`config.mk`:
```
export PLATFORM = sky130hd
export DESIGN_NAME = alu_pwr_seq_flat
export DESIGN_NICKNAME = d
export VERILOG_FILES = /design/src/rtl/alu_pwr_pkg.sv /design/src/rtl/alu_pwr_seq_if.sv /design/src/rtl/alu_pwr_timer.sv /design/src/rtl/alu_pwr_seq.sv /design/src/flat_wrapper.sv
export SDC_FILE = /design/constraint.sdc
export NUM_CORES = 1
export LEC_CHECK = 0
export ABC_AREA = 1
export CORE_UTILIZATION = 50
export CTS_BUF_LIST = sky130_fd_sc_hd__clkbuf_16
export CTS_CLUSTER_DIAMETER = 150
export DETAILED_ROUTE_END_ITERATION = 10
export MAX_ROUTING_LAYER = met4
export PLACE_DENSITY = 0.75
export SLEW_MARGIN = 20
export SYNTH_ARGS = -nofsm -noshare
export SYNTH_HDL_FRONTEND = slang
export SYNTH_SLANG_ARGS = --single-unit
```
`constraint.sdc`:
```
create_clock -name clk -period 4.3 [get_ports clk]
set_clock_uncertainty 0.15 [all_clocks]
set_input_delay 0.645 -clock clk [delete_from_list [all_inputs] [get_ports clk]]
set_output_delay 0.645 -clock clk [all_outputs]
set_load 0.02 [all_outputs]
```
`src/rtl/alu_pwr_pkg.sv`:
```
// Shared types for the ALU power sequencer: state encoding and the
// power-switch / isolation / local-reset vector each state drives.
package alu_pwr_pkg;

    typedef enum logic [2:0] {
        ST_OFF     = 3'd0,
        ST_PWR_UP  = 3'd1,
        ST_RST_REL = 3'd2,
        ST_ON      = 3'd3,
        ST_DRAIN   = 3'd4,
        ST_ISO_SET = 3'd5
    } pwr_state_e;

    typedef struct packed {
        logic pwr_en;
        logic iso_en;
        logic rst_n;
    } pwr_vec_t;

    localparam pwr_vec_t VEC_OFF     = '{pwr_en: 1'b0, iso_en: 1'b1, rst_n: 1'b0};
    localparam pwr_vec_t VEC_PWR_UP  = '{pwr_en: 1'b1, iso_en: 1'b1, rst_n: 1'b0};
    localparam pwr_vec_t VEC_RST_REL = '{pwr_en: 1'b1, iso_en: 1'b1, rst_n: 1'b1};
    localparam pwr_vec_t VEC_ON      = '{pwr_en: 1'b1, iso_en: 1'b0, rst_n: 1'b1};
    localparam pwr_vec_t VEC_DRAIN   = '{pwr_en: 1'b1, iso_en: 1'b0, rst_n: 1'b1};
    localparam pwr_vec_t VEC_ISO_SET = '{pwr_en: 1'b1, iso_en: 1'b1, rst_n: 1'b1};

    function automatic pwr_vec_t state_vec(input pwr_state_e s);
        case (s)
            ST_PWR_UP:  return VEC_PWR_UP;
            ST_RST_REL: return VEC_RST_REL;
            ST_ON:      return VEC_ON;
            ST_DRAIN:   return VEC_DRAIN;
            ST_ISO_SET: return VEC_ISO_SET;
            default:    return VEC_OFF;
        endcase
    endfunction

endpackage

```
`src/rtl/alu_pwr_seq_if.sv`:
```
// Host/ALU-side signal bundle of the power sequencer; the host (master)
// drives requests and busy, the sequencer (slave) drives power controls.
interface alu_pwr_seq_if;
    logic       pwr_req;
    logic       start_in;
    logic       alu_busy;
    logic       alu_start;
    logic       start_stall;
    logic       alu_pwr_en;
    logic       iso_en;
    logic       alu_rst_n;
    logic       pwr_on;
    logic [2:0] state_obs;

    modport master (
        output pwr_req, start_in, alu_busy,
        input  alu_start, start_stall, alu_pwr_en, iso_en, alu_rst_n, pwr_on, state_obs
    );

    modport slave (
        input  pwr_req, start_in, alu_busy,
        output alu_start, start_stall, alu_pwr_en, iso_en, alu_rst_n, pwr_on, state_obs
    );
endinterface

```
`src/rtl/alu_pwr_timer.sv`:
```
// Loadable saturating down-counter; done flags the last cycle of a wait of
// val cycles started by load.
module alu_pwr_timer #(
    parameter int CNT_W = 8
) (
    input  logic             clk,
    input  logic             rst_n,
    input  logic             load,
    input  logic [CNT_W-1:0] val,
    output logic             done
);
    logic [CNT_W-1:0] cnt_reg;

    always_ff @(posedge clk) begin
        if (!rst_n) begin
            cnt_reg <= '0;
        end else if (load) begin
            cnt_reg <= val;
        end else if (cnt_reg != '0) begin
            cnt_reg <= cnt_reg - 1'b1;
        end
    end

    // A wait of N cycles ends on the edge where the counter still reads 1.
    assign done = (cnt_reg <= CNT_W'(1));

endmodule

```
`src/rtl/alu_pwr_seq.sv`:
```
// ALU power-domain sequencer: orders power switch, isolation and local reset,
// and gates host starts. Optional idle auto-sleep: ALU_PWR_IDLE_SLEEP_EN.
module alu_pwr_seq
    import alu_pwr_pkg::*;
#(
    parameter int PWR_UP_CYC    = 4,
    parameter int ISO_SETUP_CYC = 2,
    parameter int IDLE_CYC      = 16,
    parameter int CNT_W         = 8
) (
    input  logic         clk,
    input  logic         rst_n,
    alu_pwr_seq_if.slave bus
);
    if (PWR_UP_CYC < 1 || ISO_SETUP_CYC < 1 || IDLE_CYC < 1 ||
        PWR_UP_CYC >= (1 << CNT_W) || ISO_SETUP_CYC >= (1 << CNT_W) ||
        IDLE_CYC >= (1 << CNT_W)) begin : g_param_check
        $error("alu_pwr_seq: cycle parameters must be >= 1 and fit in CNT_W bits");
    end

    pwr_state_e       state_reg, state_next;
    pwr_vec_t         out_reg;
    logic             pwr_on_reg;
    logic             tmr_load;
    logic [CNT_W-1:0] tmr_val;
    logic             tmr_done;
    logic             wake;

`ifdef ALU_PWR_IDLE_SLEEP_EN
    logic             sleep_reg, sleep_next;
    logic [CNT_W-1:0] idle_reg, idle_next;
`endif

    alu_pwr_timer #(.CNT_W(CNT_W)) u_timer (
        .clk   (clk),
        .rst_n (rst_n),
        .load  (tmr_load),
        .val   (tmr_val),
        .done  (tmr_done)
    );

`ifdef ALU_PWR_IDLE_SLEEP_EN
    // After an auto-sleep only a host start may bring the domain back.
    assign wake = bus.pwr_req & (~sleep_reg | bus.start_in);
`else
    assign wake = bus.pwr_req;
`endif

    always_comb begin
        state_next = state_reg;
        tmr_load   = 1'b0;
        tmr_val    = '0;
`ifdef ALU_PWR_IDLE_SLEEP_EN
        sleep_next = sleep_reg;
        idle_next  = '0;
`endif
        case (state_reg)
            ST_OFF: begin
                if (wake) begin
                    state_next = ST_PWR_UP;
                    tmr_load   = 1'b1;
                    tmr_val    = CNT_W'(PWR_UP_CYC);
`ifdef ALU_PWR_IDLE_SLEEP_EN
                    sleep_next = 1'b0;
`endif
                end
            end
            ST_PWR_UP: begin
                if (tmr_done) state_next = ST_RST_REL;
            end
            ST_RST_REL: state_next = ST_ON;
            ST_ON: begin
                if (!bus.pwr_req) begin
                    state_next = ST_DRAIN;
                end
`ifdef ALU_PWR_IDLE_SLEEP_EN
                else if (bus.start_in || bus.alu_busy) begin
                    idle_next = '0;
                end else if (idle_reg == CNT_W'(IDLE_CYC - 1)) begin
                    state_next = ST_DRAIN;
                    sleep_next = 1'b1;
                end else begin
                    idle_next = idle_reg + 1'b1;
                end
`endif
            end
            ST_DRAIN: begin
                // Isolation is still off here, so a renewed request may abort.
                if (wake) begin
                    state_next = ST_ON;
`ifdef ALU_PWR_IDLE_SLEEP_EN
                    sleep_next = 1'b0;
`endif
                end else if (!bus.alu_busy) begin
                    state_next = ST_ISO_SET;
                    tmr_load   = 1'b1;
                    tmr_val    = CNT_W'(ISO_SETUP_CYC);
                end
            end
            ST_ISO_SET: begin
                if (tmr_done) state_next = ST_OFF;
            end
            default: state_next = ST_OFF;
        endcase
    end

    always_ff @(posedge clk) begin
        if (!rst_n) begin
            state_reg  <= ST_OFF;
            out_reg    <= VEC_OFF;
            pwr_on_reg <= 1'b0;
`ifdef ALU_PWR_IDLE_SLEEP_EN
            sleep_reg  <= 1'b0;
            idle_reg   <= '0;
`endif
        end else begin
            state_reg  <= state_next;
            // Pin outputs follow the state one edge later, so isolation is
            // always settled around every power-switch transition.
            out_reg    <= state_vec(state_reg);
            pwr_on_reg <= (state_reg == ST_ON);
`ifdef ALU_PWR_IDLE_SLEEP_EN
            sleep_reg  <= sleep_next;
            idle_reg   <= idle_next;
`endif
        end
    end

    assign bus.alu_start   = bus.start_in & (state_reg == ST_ON);
    assign bus.start_stall = bus.start_in & (state_reg != ST_ON);
    assign bus.alu_pwr_en  = out_reg.pwr_en;
    assign bus.iso_en      = out_reg.iso_en;
    assign bus.alu_rst_n   = out_reg.rst_n;
    assign bus.pwr_on      = pwr_on_reg;
    assign bus.state_obs   = state_reg;

endmodule
```
`src/flat_wrapper.sv`:
```
// flat-port wrapper written by rule: the top's interface ports become plain ports
module alu_pwr_seq_flat import alu_pwr_pkg::*;
#(
    parameter int PWR_UP_CYC    = 4,
    parameter int ISO_SETUP_CYC = 2,
    parameter int IDLE_CYC      = 16,
    parameter int CNT_W         = 8
)
  (clk, rst_n, bus_pwr_req, bus_start_in, bus_alu_busy, bus_alu_start, bus_start_stall, bus_alu_pwr_en, bus_iso_en, bus_alu_rst_n, bus_pwr_on, bus_state_obs);
  alu_pwr_seq_if bus_i ();
  input  logic clk;
  input  logic rst_n;
  input wire logic [$bits(bus_i.pwr_req)-1:0] bus_pwr_req;
  input wire logic [$bits(bus_i.start_in)-1:0] bus_start_in;
  input wire logic [$bits(bus_i.alu_busy)-1:0] bus_alu_busy;
  output wire logic [$bits(bus_i.alu_start)-1:0] bus_alu_start;
  output wire logic [$bits(bus_i.start_stall)-1:0] bus_start_stall;
  output wire logic [$bits(bus_i.alu_pwr_en)-1:0] bus_alu_pwr_en;
  output wire logic [$bits(bus_i.iso_en)-1:0] bus_iso_en;
  output wire logic [$bits(bus_i.alu_rst_n)-1:0] bus_alu_rst_n;
  output wire logic [$bits(bus_i.pwr_on)-1:0] bus_pwr_on;
  output wire logic [$bits(bus_i.state_obs)-1:0] bus_state_obs;
  assign bus_i.pwr_req = bus_pwr_req;
  assign bus_i.start_in = bus_start_in;
  assign bus_i.alu_busy = bus_alu_busy;
  assign bus_alu_start = bus_i.alu_start;
  assign bus_start_stall = bus_i.start_stall;
  assign bus_alu_pwr_en = bus_i.alu_pwr_en;
  assign bus_iso_en = bus_i.iso_en;
  assign bus_alu_rst_n = bus_i.alu_rst_n;
  assign bus_pwr_on = bus_i.pwr_on;
  assign bus_state_obs = bus_i.state_obs;
  alu_pwr_seq #(.PWR_UP_CYC(PWR_UP_CYC), .ISO_SETUP_CYC(ISO_SETUP_CYC), .IDLE_CYC(IDLE_CYC), .CNT_W(CNT_W)) u_core (.clk(clk), .rst_n(rst_n), .bus(bus_i));
endmodule
```
# Yosys cells after proc, flatten, opt, wreduce, memory -nomap -nowiden
# Cells that the tools add are included.
# totals
reg_bits	15
inputBits	5
output_inout_bits	9
elab_cells	45
# classes
n_addsub	1
n_lt_le_gt_ge	1
n_eq_ne	11
mux	18
bitwise_logic	2
reduce_logical	6
# ops
cell	count
8-bit 2-to-1 mux	3
3-bit 2-to-1 mux	7
3-bit case mux with 6 select lines	1
8-bit case mux with 2 select lines	1
3-bit case mux with 3 select lines	1
8-bit by 1-bit less-or-equal comparator with 1-bit output (second input constant)	1
8-bit nonzero test	1
8-bit by 1-bit subtractor with 8-bit output (second input constant)	1
3-bit by 2-bit == test with 1-bit output (second input constant)	2
3-bit == test (second input constant)	2
5-bit AND reduction	1
2-bit by 1-bit != test with 1-bit output (second input constant)	2
2-bit != test (second input constant)	2
2-bit OR reduction	2
3-bit by 1-bit == test with 1-bit output (second input constant)	1
3-bit logical NOT	1
1-bit 2-to-1 mux	3
3-bit by 2-bit != test with 1-bit output (second input constant)	1
3-bit != test (second input constant)	1
1-bit AND	2
2-bit 2-to-1 mux	1
1-bit case mux with 2 select lines	1
2-bit nonzero test	1

# Longest topological paths before layout
# Gate-level depths: netlist (run 1).
# depth
ltp_word	4
mapped_depth	10
ltp_nobuf	10

# Hierarchy
# A second synthesis (run 1) with hierarchy kept.
# hier_totals
cells_unflattened	139
area_unflattened_um2	910.9
# modules_own_cells
mod	instances	cells_each	area_per_inst_um2	seq_area_each_um2
alu_pwr_timer	1	84	540.5	160.2
alu_pwr_seq	1	55	370.4	140.1

# Worst setup path before layout (run 1)
# No wires, ideal clock.
# synth_path
path_type	register -> output
startpoint	register u_core.state_reg[0], in the netlist u_core.bus.state_obs[0]
endpoint	output port bus_alu_start
arrival_ns	1.079
required_time_ns	3.505
slack_ns	2.426
stages_incl_launch_ff	3
n_path_buf	0
cell_sequence	dfxtp_1 > nand3_1 > nor2_1
# synth_via
elab_chain_cells	2
# synth_lines
item	line_no	text
start, declared	alu_pwr_seq.sv:21	pwr_state_e state_reg, state_next;
start signal, assigned	alu_pwr_seq.sv:117	state_reg <= state_next;
3-bit by 2-bit == test with 1-bit output	alu_pwr_seq.sv:129	assign bus.alu_start = bus.start_in & (state_reg == ST_ON);
1-bit AND	alu_pwr_seq.sv:129	
end, declared	flat_wrapper.sv:16	output wire logic [$bits(bus_i.alu_start)-1:0] bus_alu_start;
# Every way passes these cells.

# Worst setup path in the final report (run 1)
# layout_path
startpoint	input port bus_start_in
endpoint	output port bus_start_stall
# layout_via
elab_chain_cells	1
# layout_lines
item	line_no	text
start, declared	flat_wrapper.sv:14	input wire logic [$bits(bus_i.start_in)-1:0] bus_start_in;
1-bit AND	alu_pwr_seq.sv:130	assign bus.start_stall = bus.start_in & (state_reg != ST_ON);
end, declared	flat_wrapper.sv:17	output wire logic [$bits(bus_i.start_stall)-1:0] bus_start_stall;
# Every way passes these cells.

==> results summary, run 1 <==
Relative to the synthesized area, the layout overhead comes to 25.1%. The post-detailed-placement half-perimeter wirelength came out at 1330 um. Summed over all cells, the static leakage comes to 0.529 nW. The global route total overflow is 0.

The max-slew violation total from the final report was 0. The weighted congestion at the end of routability-driven global placement is 0.901. The final hold violation count came out at 0. The initial antenna violation count is 0. The share of synthesized area occupied by flip-flops and latches came out at 34.6%. The share of Yosys cell area claimed by the top area cell type is 34.6%.

The largest net degree at the start of global routing came out at 11. Yosys printed 0 warnings. Walking the worst path, the cells encountered are clkdlybuf4s50_1 -> inv_1 -> a31oi_1 -> clkdlybuf4s50_1.

The utilization of the core after routing came out at 69.7%. The number of failing setup endpoints in the final timing report came out at 0. The transition at the pin with the smallest max-transition slack came out at 0.411 ns. The CTS tree is yes. The number of rows in the core area came out at 14. The slowest stage of the critical path is the sky130_fd_sc_hd__clkdlybuf4s50_1 cell. By count the netlist is led by sky130_fd_sc_hd__nand2_1 (26), sky130_fd_sc_hd__nor2_1 (26), sky130_fd_sc_hd__inv_1 (21). The path class of the tightest hold or removal check is reg2reg. The final cycle utilization of the critical path is 62.6%.

Summing all flip-flop and latch instances after layout gives 300 um^2. Using the TritonRoute via totals, the vias-per-cell ratio works out to 5.15. The clock passes through at most 2 buffers. Setup repair after global routing left no endpoint under its margin. The minimum clock period is 2.69 ns. On the worst path, the slowest cell contributes a delay of 0.62 ns. After clock tree synthesis, the repair step resized 0 gates.

During I/O placement, the number of pins put on the boundary was 14. The filler cells instantiated in the layout total 133. In the routed design, unresolved DRC markers number 0. Together, buffers and inverters on the worst path number 3.

The worst setup path is captured at an output port. The aggregate negative setup slack is 0 ns. The number of maximum-capacitance constraint violations is 0. In this run the standard cell core region covers 0.00156 mm^2.

Clock tree synthesis inserted a total of 3 buffers. The cell sitting at the root of the clock tree is a sky130_fd_sc_hd__clkbuf_16. The final routed wire length divided by cell count came out at 11.0 um. Among the stages of the critical path, the cell type that occurs most often is sky130_fd_sc_hd__clkdlybuf4s50_1. The post-synthesis instance area is 868 um^2.

In this design, the largest share of critical-path delay is due to buffers and inverters. The run finished with clean final reports. The total power of the final layout is 0.927 mW. The area of the multi-input gates came out at 470 um^2.

The clock sink count came out at 15. The maximum level of the CTS H-tree came out at 1. The first-pass GRT wire length is 3010 um.

The initial detailed-routing violation count came out at 17. The width of the die is 43.7 um. The mean instance size in the synthesized netlist came out at 6.63 um^2.

For the worst-skew pair, the clock arrives at the later sink with an insertion delay of 0.24 ns. The total wire length came out at 1800 um. The dominant synthesized flop cell is sky130_fd_sc_hd__dfxtp_1. The number of global-route vias before repair is 770. The die covers 0.00191 mm^2. The power density relative to cell area is 854 mW/mm^2.

The fraction of layout cells with a size suffix above 1 is 8.16%. The count of nets left with antenna violations after detail routing came out at 0. The arrival time reported for the critical path endpoint came out at 1.90 ns. The clock network burns 19.0% of the power. The element type at the critical path start is a primary input. Measured against its own limit, the worst slew margin works out to 72.5%.

The synthesized netlist net count is 139. The biggest fanout along the worst timing path came out at 2. After synthesis the netlist holds a flip-flop and latch count of 15. The count of buffers added by post-CTS timing repair for setup is 0.

The async set-reset flop share out of synthesis came out at 0%. The final route contains 839 vias. The overall fraction of global-route tracks in use is 22.8%.

The number of library cell types mapped by synthesis is 21. The post-cts hold buffer count is 0. The register with the most flip-flops in the layout has 8 of them. The share of total power dissipated in sequential elements is 26.7%. The clock input transition at the sequential cells of the worst setup and hold paths is 0.05 ns. The critical path is of the in2out type. The vertical extent of the die is 43.7 um. The analysis attributes to net switching a power of 0.415 mW. The proportion of power drawn by combinational gates came out at 54.3%. The number of enable flip-flop cells after synthesis came out at 0.

The count of buffers inserted at the top-level ports came out at 13. The switching share of power came out at 44.8%. The critical path required time came out at 3.50 ns. The total number of nets in the final design is 156. The maximum ir drop on the vdd rail came out at 0.500 mV.

The initial cell density of the core came out at 55.7%. The instance count of the mapped netlist is 131. 0 antenna diodes ended up in the layout. The cell type with the largest total area after synthesis is sky130_fd_sc_hd__dfxtp_1. The highest attainable clock frequency is 371 MHz. The internal power component is 0.512 mW. The first detailed-routing pass took 4 iterations. Ranked by total cell area, the synthesized netlist is headed by sky130_fd_sc_hd__dfxtp_1 (35%), sky130_fd_sc_hd__nand2_1 (11%), sky130_fd_sc_hd__nor2_1 (11%).
cell type report:
type                       count  share of cell area [%]
clock buffer                   3                    6.91
clock inverter                 1                   0.346
inverter                      23                    7.95
multi-input combinational     92                    43.3
sequential                    15                    27.6
tap                           16                    1.84
timing repair buffer          13                    12.0
stage by stage:
| stage | instance area, um^2 | cells | worst slack, ns | hold slack [ns] |
|---|---|---|---|---|
| after global routing | 1090 | 163 | 1.54 | 0.383 |
| after detailed placement | 1010 | 159 | 1.59 | 0.358 |
| final | 1090 | 163 | 1.61 | 0.358 |
| after floorplan | 868 | 131 | 2.43 | 0.314 |
| after CTS | 1090 | 163 | 1.60 | 0.365 |
| after global placement | 1010 | 159 | 1.62 | 0.334 |
worst paths after layout:
check / from / end / slack [ns] / cells after the start
worst max-delay path: bus_start_in / bus_start_stall / 1.61 / 4
worst min-delay path: u_core.u_timer.cnt_reg[4]$_SDFFE_PN0P_ / u_core.u_timer.cnt_reg[4]$_SDFFE_PN0P_ / 0.36 / 2
worst max register to register: u_core.u_timer.cnt_reg[0]$_SDFFE_PN0P_ / u_core.u_timer.cnt_reg[6]$_SDFFE_PN0P_ / 2.76 / 8
worst min register to register: u_core.u_timer.cnt_reg[4]$_SDFFE_PN0P_ / u_core.u_timer.cnt_reg[4]$_SDFFE_PN0P_ / 0.36 / 2
cell usage in the layout (no fill, tap or decap):
master	n
sky130_fd_sc_hd__nor3_2	1
sky130_fd_sc_hd__inv_2	2
sky130_fd_sc_hd__nand2_1	26
sky130_fd_sc_hd__dfxtp_1	15
sky130_fd_sc_hd__nand2_2	1
sky130_fd_sc_hd__nor2_4	2
sky130_fd_sc_hd__nand3_1	14
sky130_fd_sc_hd__clkdlybuf4s50_1	13
sky130_fd_sc_hd__clkbuf_16	3
sky130_fd_sc_hd__ha_1	3
sky130_fd_sc_hd__nor2_1	26
sky130_fd_sc_hd__xor2_1	3
sky130_fd_sc_hd__inv_1	22
sky130_fd_sc_hd__o21ai_2	1
sky130_fd_sc_hd__xnor2_1	1
sky130_fd_sc_hd__o21ai_0	4
sky130_fd_sc_hd__o21bai_1	1
sky130_fd_sc_hd__nand4_1	1
sky130_fd_sc_hd__nand2_4	1
sky130_fd_sc_hd__a21oi_1	5
sky130_fd_sc_hd__a31oi_1	1
sky130_fd_sc_hd__a21oi_2	1
layer usage:
metal	global-route usage [%]	wire length, um	vias up
li1	-	-	435
met1	22.4	770	377
met2	40.3	899	18
met3	4.17	59	9
met4	15.0	68	0
met5	-	0	-
cells by family after synthesis:
kind of cell    count (synthesis)  share of synthesized area (%)
simple gates                   72                           37.0
buf+inv                        24                           11.2
flops                          15                           34.6
compound gates                 13                           8.79
xor+xnor                        4                           4.04
fa+ha+maj                       3                           4.32
power by group through the flow:
| stage | registers, mW | logic (mW) | clock network, mW |
|---|---|---|---|
| after floorplan | 0.260 | 0.364 | 0 |
| after global placement | 0.245 | 0.490 | 0 |
| after detailed placement | 0.248 | 0.500 | 0 |
| after CTS | 0.247 | 0.509 | 0.179 |
| after global routing | 0.254 | 0.574 | 0.187 |
| final | 0.247 | 0.504 | 0.176 |
worst register-to-register path, delay by kind of cell, from the launching register on:
kind	cells	cell delay, ns
DFF	1	0.33
adders and majority gates	1	0.23
AOI/OAI and AO/OA	1	0.16
and+or+nand+nor	4	0.40
buffers and inverters	2	0.22
(Power assumes the default switching activity.)
==> run 2, diff against run 1 <==
--- a/config.mk
+++ b/config.mk
@@ -6,12 +6,12 @@
 export NUM_CORES = 1
 export LEC_CHECK = 0
 export ABC_AREA = 1
-export CORE_UTILIZATION = 50
+export CORE_UTILIZATION = 46
 export CTS_BUF_LIST = sky130_fd_sc_hd__clkbuf_16
 export CTS_CLUSTER_DIAMETER = 150
 export DETAILED_ROUTE_END_ITERATION = 10
 export MAX_ROUTING_LAYER = met4
-export PLACE_DENSITY = 0.75
+export PLACE_DENSITY = 0.73
 export SLEW_MARGIN = 20
 export SYNTH_ARGS = -nofsm -noshare
 export SYNTH_HDL_FRONTEND = slang
==> constraint.sdc (replaced) <==
create_clock -name clk -period 2.2 [get_ports clk]
set_clock_uncertainty 0.15 [all_clocks]
set_input_delay 0.33 -clock clk [delete_from_list [all_inputs] [get_ports clk]]
set_output_delay 0.33 -clock clk [all_outputs]
set_load 0.02 [all_outputs]
==> results summary, run 2 (synthesis results as in run 1) <==
The share of total power in sequential cells is 25.6% (-1.1 points). The internal power component came to 1.01 mW (+97%). The global route total overflow was 0 (unchanged). The total wire length was 1640 um (-8.9%).

The switching power of the nets was 0.797 mW (+92%). The setup slack of the critical path after layout came out at 0.131 ns (-1.48 ns). The number of antenna diodes came out at 0 (unchanged). Setup repair after global routing left no endpoint under its margin. STA classifies the critical path startpoint as a primary input. The relative slew slack was 80.2% (+7.6 points). The delay contributed by the slowest stage of the critical path is 0.62 ns (about the same). The critical path required time is 1.72 ns (-1.78 ns). The category of the most critical setup path is in2out. The combined flip-flop and latch cell area is 300 um^2 (unchanged). The post-detailed-placement half-perimeter wirelength came out at 1300 um (-2.4%). The aggregate negative setup slack is 0 ns (unchanged). The area of the multi-input gates was 470 um^2 (unchanged).

The power density relative to cell area is 1630 mW/mm^2 (+91%). The maximum level of the CTS H-tree is 1 (unchanged). The leakage power is 0.552 nW (+4.2%). The width of the die came out at 45.4 um (+4.1%).

In this run the worst setup path begins at bus_start_in. The total buffers and inverters traversed by the critical path is 3 (unchanged). The number of fillers in the final layout came to 166 (+25%).

The number of global-route vias before repair was 699 (-9.2%). The source-to-sink clock delay at the later pin of the worst-skew pair is 0.24 ns (about the same). The run finished with clean final reports. The fraction of layout cells with a size suffix above 1 was 9.46% (+1.3 points).

The total iterations of the first detailed-routing run is 4 (unchanged). The count of nets left with antenna violations after detail routing is 0 (unchanged). The clock input transition at the sequential cells of the worst setup and hold paths came to 0.05 ns (about the same).

The vertical extent of the die is 45.4 um (+4.1%). The cell that appears most often on the critical path is sky130_fd_sc_hd__clkdlybuf4s50_1. The area overhead of the layout relative to synthesis is 27.7%.

The proportion of power drawn by combinational gates came out at 55.0% (+0.7 points). The total number of nets in the final design came to 157 (+0.64%). The number of buffers added by the clock tree synthesis step came out at 3 (unchanged). Static timing analysis puts the maximum clock frequency at 483 MHz. The flip-flop count of the largest register, all copies and words added came out at 8 (unchanged). The clock sink count came out at 15 (unchanged). The clock group share of total power is 19.4% (+0.4 points). The arrival time reported for the critical path endpoint came to 1.59 ns (-0.31 ns). The initial detailed-routing violation count is 12 (-5). The top cell types in the final layout, fill and taps aside, are sky130_fd_sc_hd__nor2_1 (26), sky130_fd_sc_hd__nand2_1 (26), sky130_fd_sc_hd__inv_1 (21), sky130_fd_sc_hd__dfxtp_1 (15), sky130_fd_sc_hd__nand3_1 (14). The count of buffers inserted at the top-level ports is 13 (unchanged).

The worst hold path begins at u_core.u_timer.cnt_reg[4]$_SDFFE_PN0P_. The worst setup path is captured at an output port. The minimum clock period is 2.07 ns. The biggest fanout along the worst timing path came out at 2 (unchanged).

The core box area is 0.00175 mm^2 (+12%). The transition at the pin with the smallest max-transition slack is 0.297 ns (-0.115 ns). The maximum count of clock buffers along a single path is 2 (unchanged).

The post-cts hold buffer count came out at 0 (unchanged). The initial antenna violation count came out at 0 (unchanged). The cell family contributing the most delay on the critical path is buffers and inverters.

The startpoint of the worst-slack reg-to-reg timing path is u_core.u_timer.cnt_reg[0]$_SDFFE_PN0P_. The initial cell density of the core is 49.7% (-5.9 points). The I/O pin count is 14 (unchanged). The weighted congestion at the end of routability-driven global placement is 0.849 (-5.8%).

The final cycle utilization of the critical path came out at 94.1%. The area of the die is 0.00207 mm^2 (+8.3%). The final hold violation count is 0 (unchanged). The final routed wire length divided by cell count was 9.46 um (-14%).

The number of failing setup endpoints in the final timing report came to 0 (unchanged). The number of rows in the core area came out at 15 (+1). The total DRC errors in the routed layout is 0 (unchanged). The switching share of power came to 44.1% (-0.69 points). The slowest stage of the critical path belongs to the cell sky130_fd_sc_hd__clkdlybuf4s50_1. The first-pass GRT wire length came out at 2890 um (-3.9%).

The maximum ir drop on the vdd rail came out at 0.740 mV (+48%). The max-slew violation total from the final report came out at 0 (unchanged). The number of vias in the routed layout is 796 (-5.1%). The number of maximum-capacitance constraint violations came to 0 (unchanged). The worst slack after detailed placement came out at 0.130 ns (-1.46 ns).

The utilization of the core after routing is 63.5% (-6.2 points). The overall fraction of global-route tracks in use came to 19.8% (-3.0 points). The min-delay analysis places its worst path in the category reg2reg. The number of vias per cell after detailed routing is 4.60 (-11%). The critical path goes through clkdlybuf4s50_1 -> inv_1 -> a31oi_1 -> clkdlybuf4s50_1. The final instance count without filler cells is 173 (+6.1%). The largest net degree at the start of global routing is 10 (-1). The total instance count after detailed placement is 169 (+6.3%).

TritonCTS built the clock tree. The cell sitting at the root of the clock tree is a sky130_fd_sc_hd__clkbuf_16. The tightest hold margin is 0.349 ns (-0.00925 ns).
-- run 2: cell count changes in the layout (fill, tap and decap cells not counted), sizes merged --
cell,delta
clkdlybuf4s50,-1
inv,-1
dlymetal6s2s,+1
clkinv,+1
buf,+1
-- run 2: tightest hold or removal path: cells and delay by family, from the launching register on --
kind               cells  cell delay (ns)
AOI/OAI and AO/OA      2             0.13
DFF                    1             0.32
-- run 2: per-stage QoR --
step / cell area [um^2] / power, mW
6_report: 1110 / 1.81
4_1_cts: 1110 / 1.82
3_5_place_dp: 1030 / 1.46
3_3_place_gp: 1030 / 1.45
2_1_floorplan: 868 / 1.22
5_1_grt: 1110 / 1.99
-- run 2: cell type report --
class                           count  area share, %
Clock buffer                        3           6.77
Clock inverter                      1          0.451
Inverter                           23           7.79
Multi-Input combinational cell     92           42.4
Sequential cell                    15           27.1
Tap cell                           25           2.82
Timing Repair Buffer               14           12.6
-- run 2: power by group through the flow --
| stage | combinational (mW) | clock [mW] | sequential [mW] |
|---|---|---|---|
| global placement | 0.982 | 0 | 0.467 |
| CTS | 1.00 | 0.355 | 0.465 |
| global route | 1.14 | 0.370 | 0.480 |
| floorplan | 0.711 | 0 | 0.509 |
| detailed placement | 0.994 | 0 | 0.470 |
| finish | 0.995 | 0.350 | 0.463 |
-- run 2: path summary, 6_finish.rpt --
kind / to / slack (ns) / cells after the start
worst max-delay path: bus_start_stall / 0.13 / 4
worst min-delay path: u_core.u_timer.cnt_reg[4]$_SDFFE_PN0P_ / 0.35 / 2
worst max register to register: u_core.bus.state_obs[0]$_SDFFE_PN0P_ / 0.69 / 9
worst min register to register: u_core.u_timer.cnt_reg[4]$_SDFFE_PN0P_ / 0.35 / 2
-- run 2: what timing repair did --
| action | CTS | global route |
|---|---|---|
| endpoints found under the setup margin | 0 | 1 |
| setup buffers | 0 | 0 |
| gates resized for setup | 0 | 1 |
-- run 2: routing by layer --
metal / part of all wire, % / global-route usage (%)
met3: 1.9 / 3.57
met1: 51 / 23.9
met2: 46 / 32.6
met5: 0 / -
met4: 0.86 / 7.27
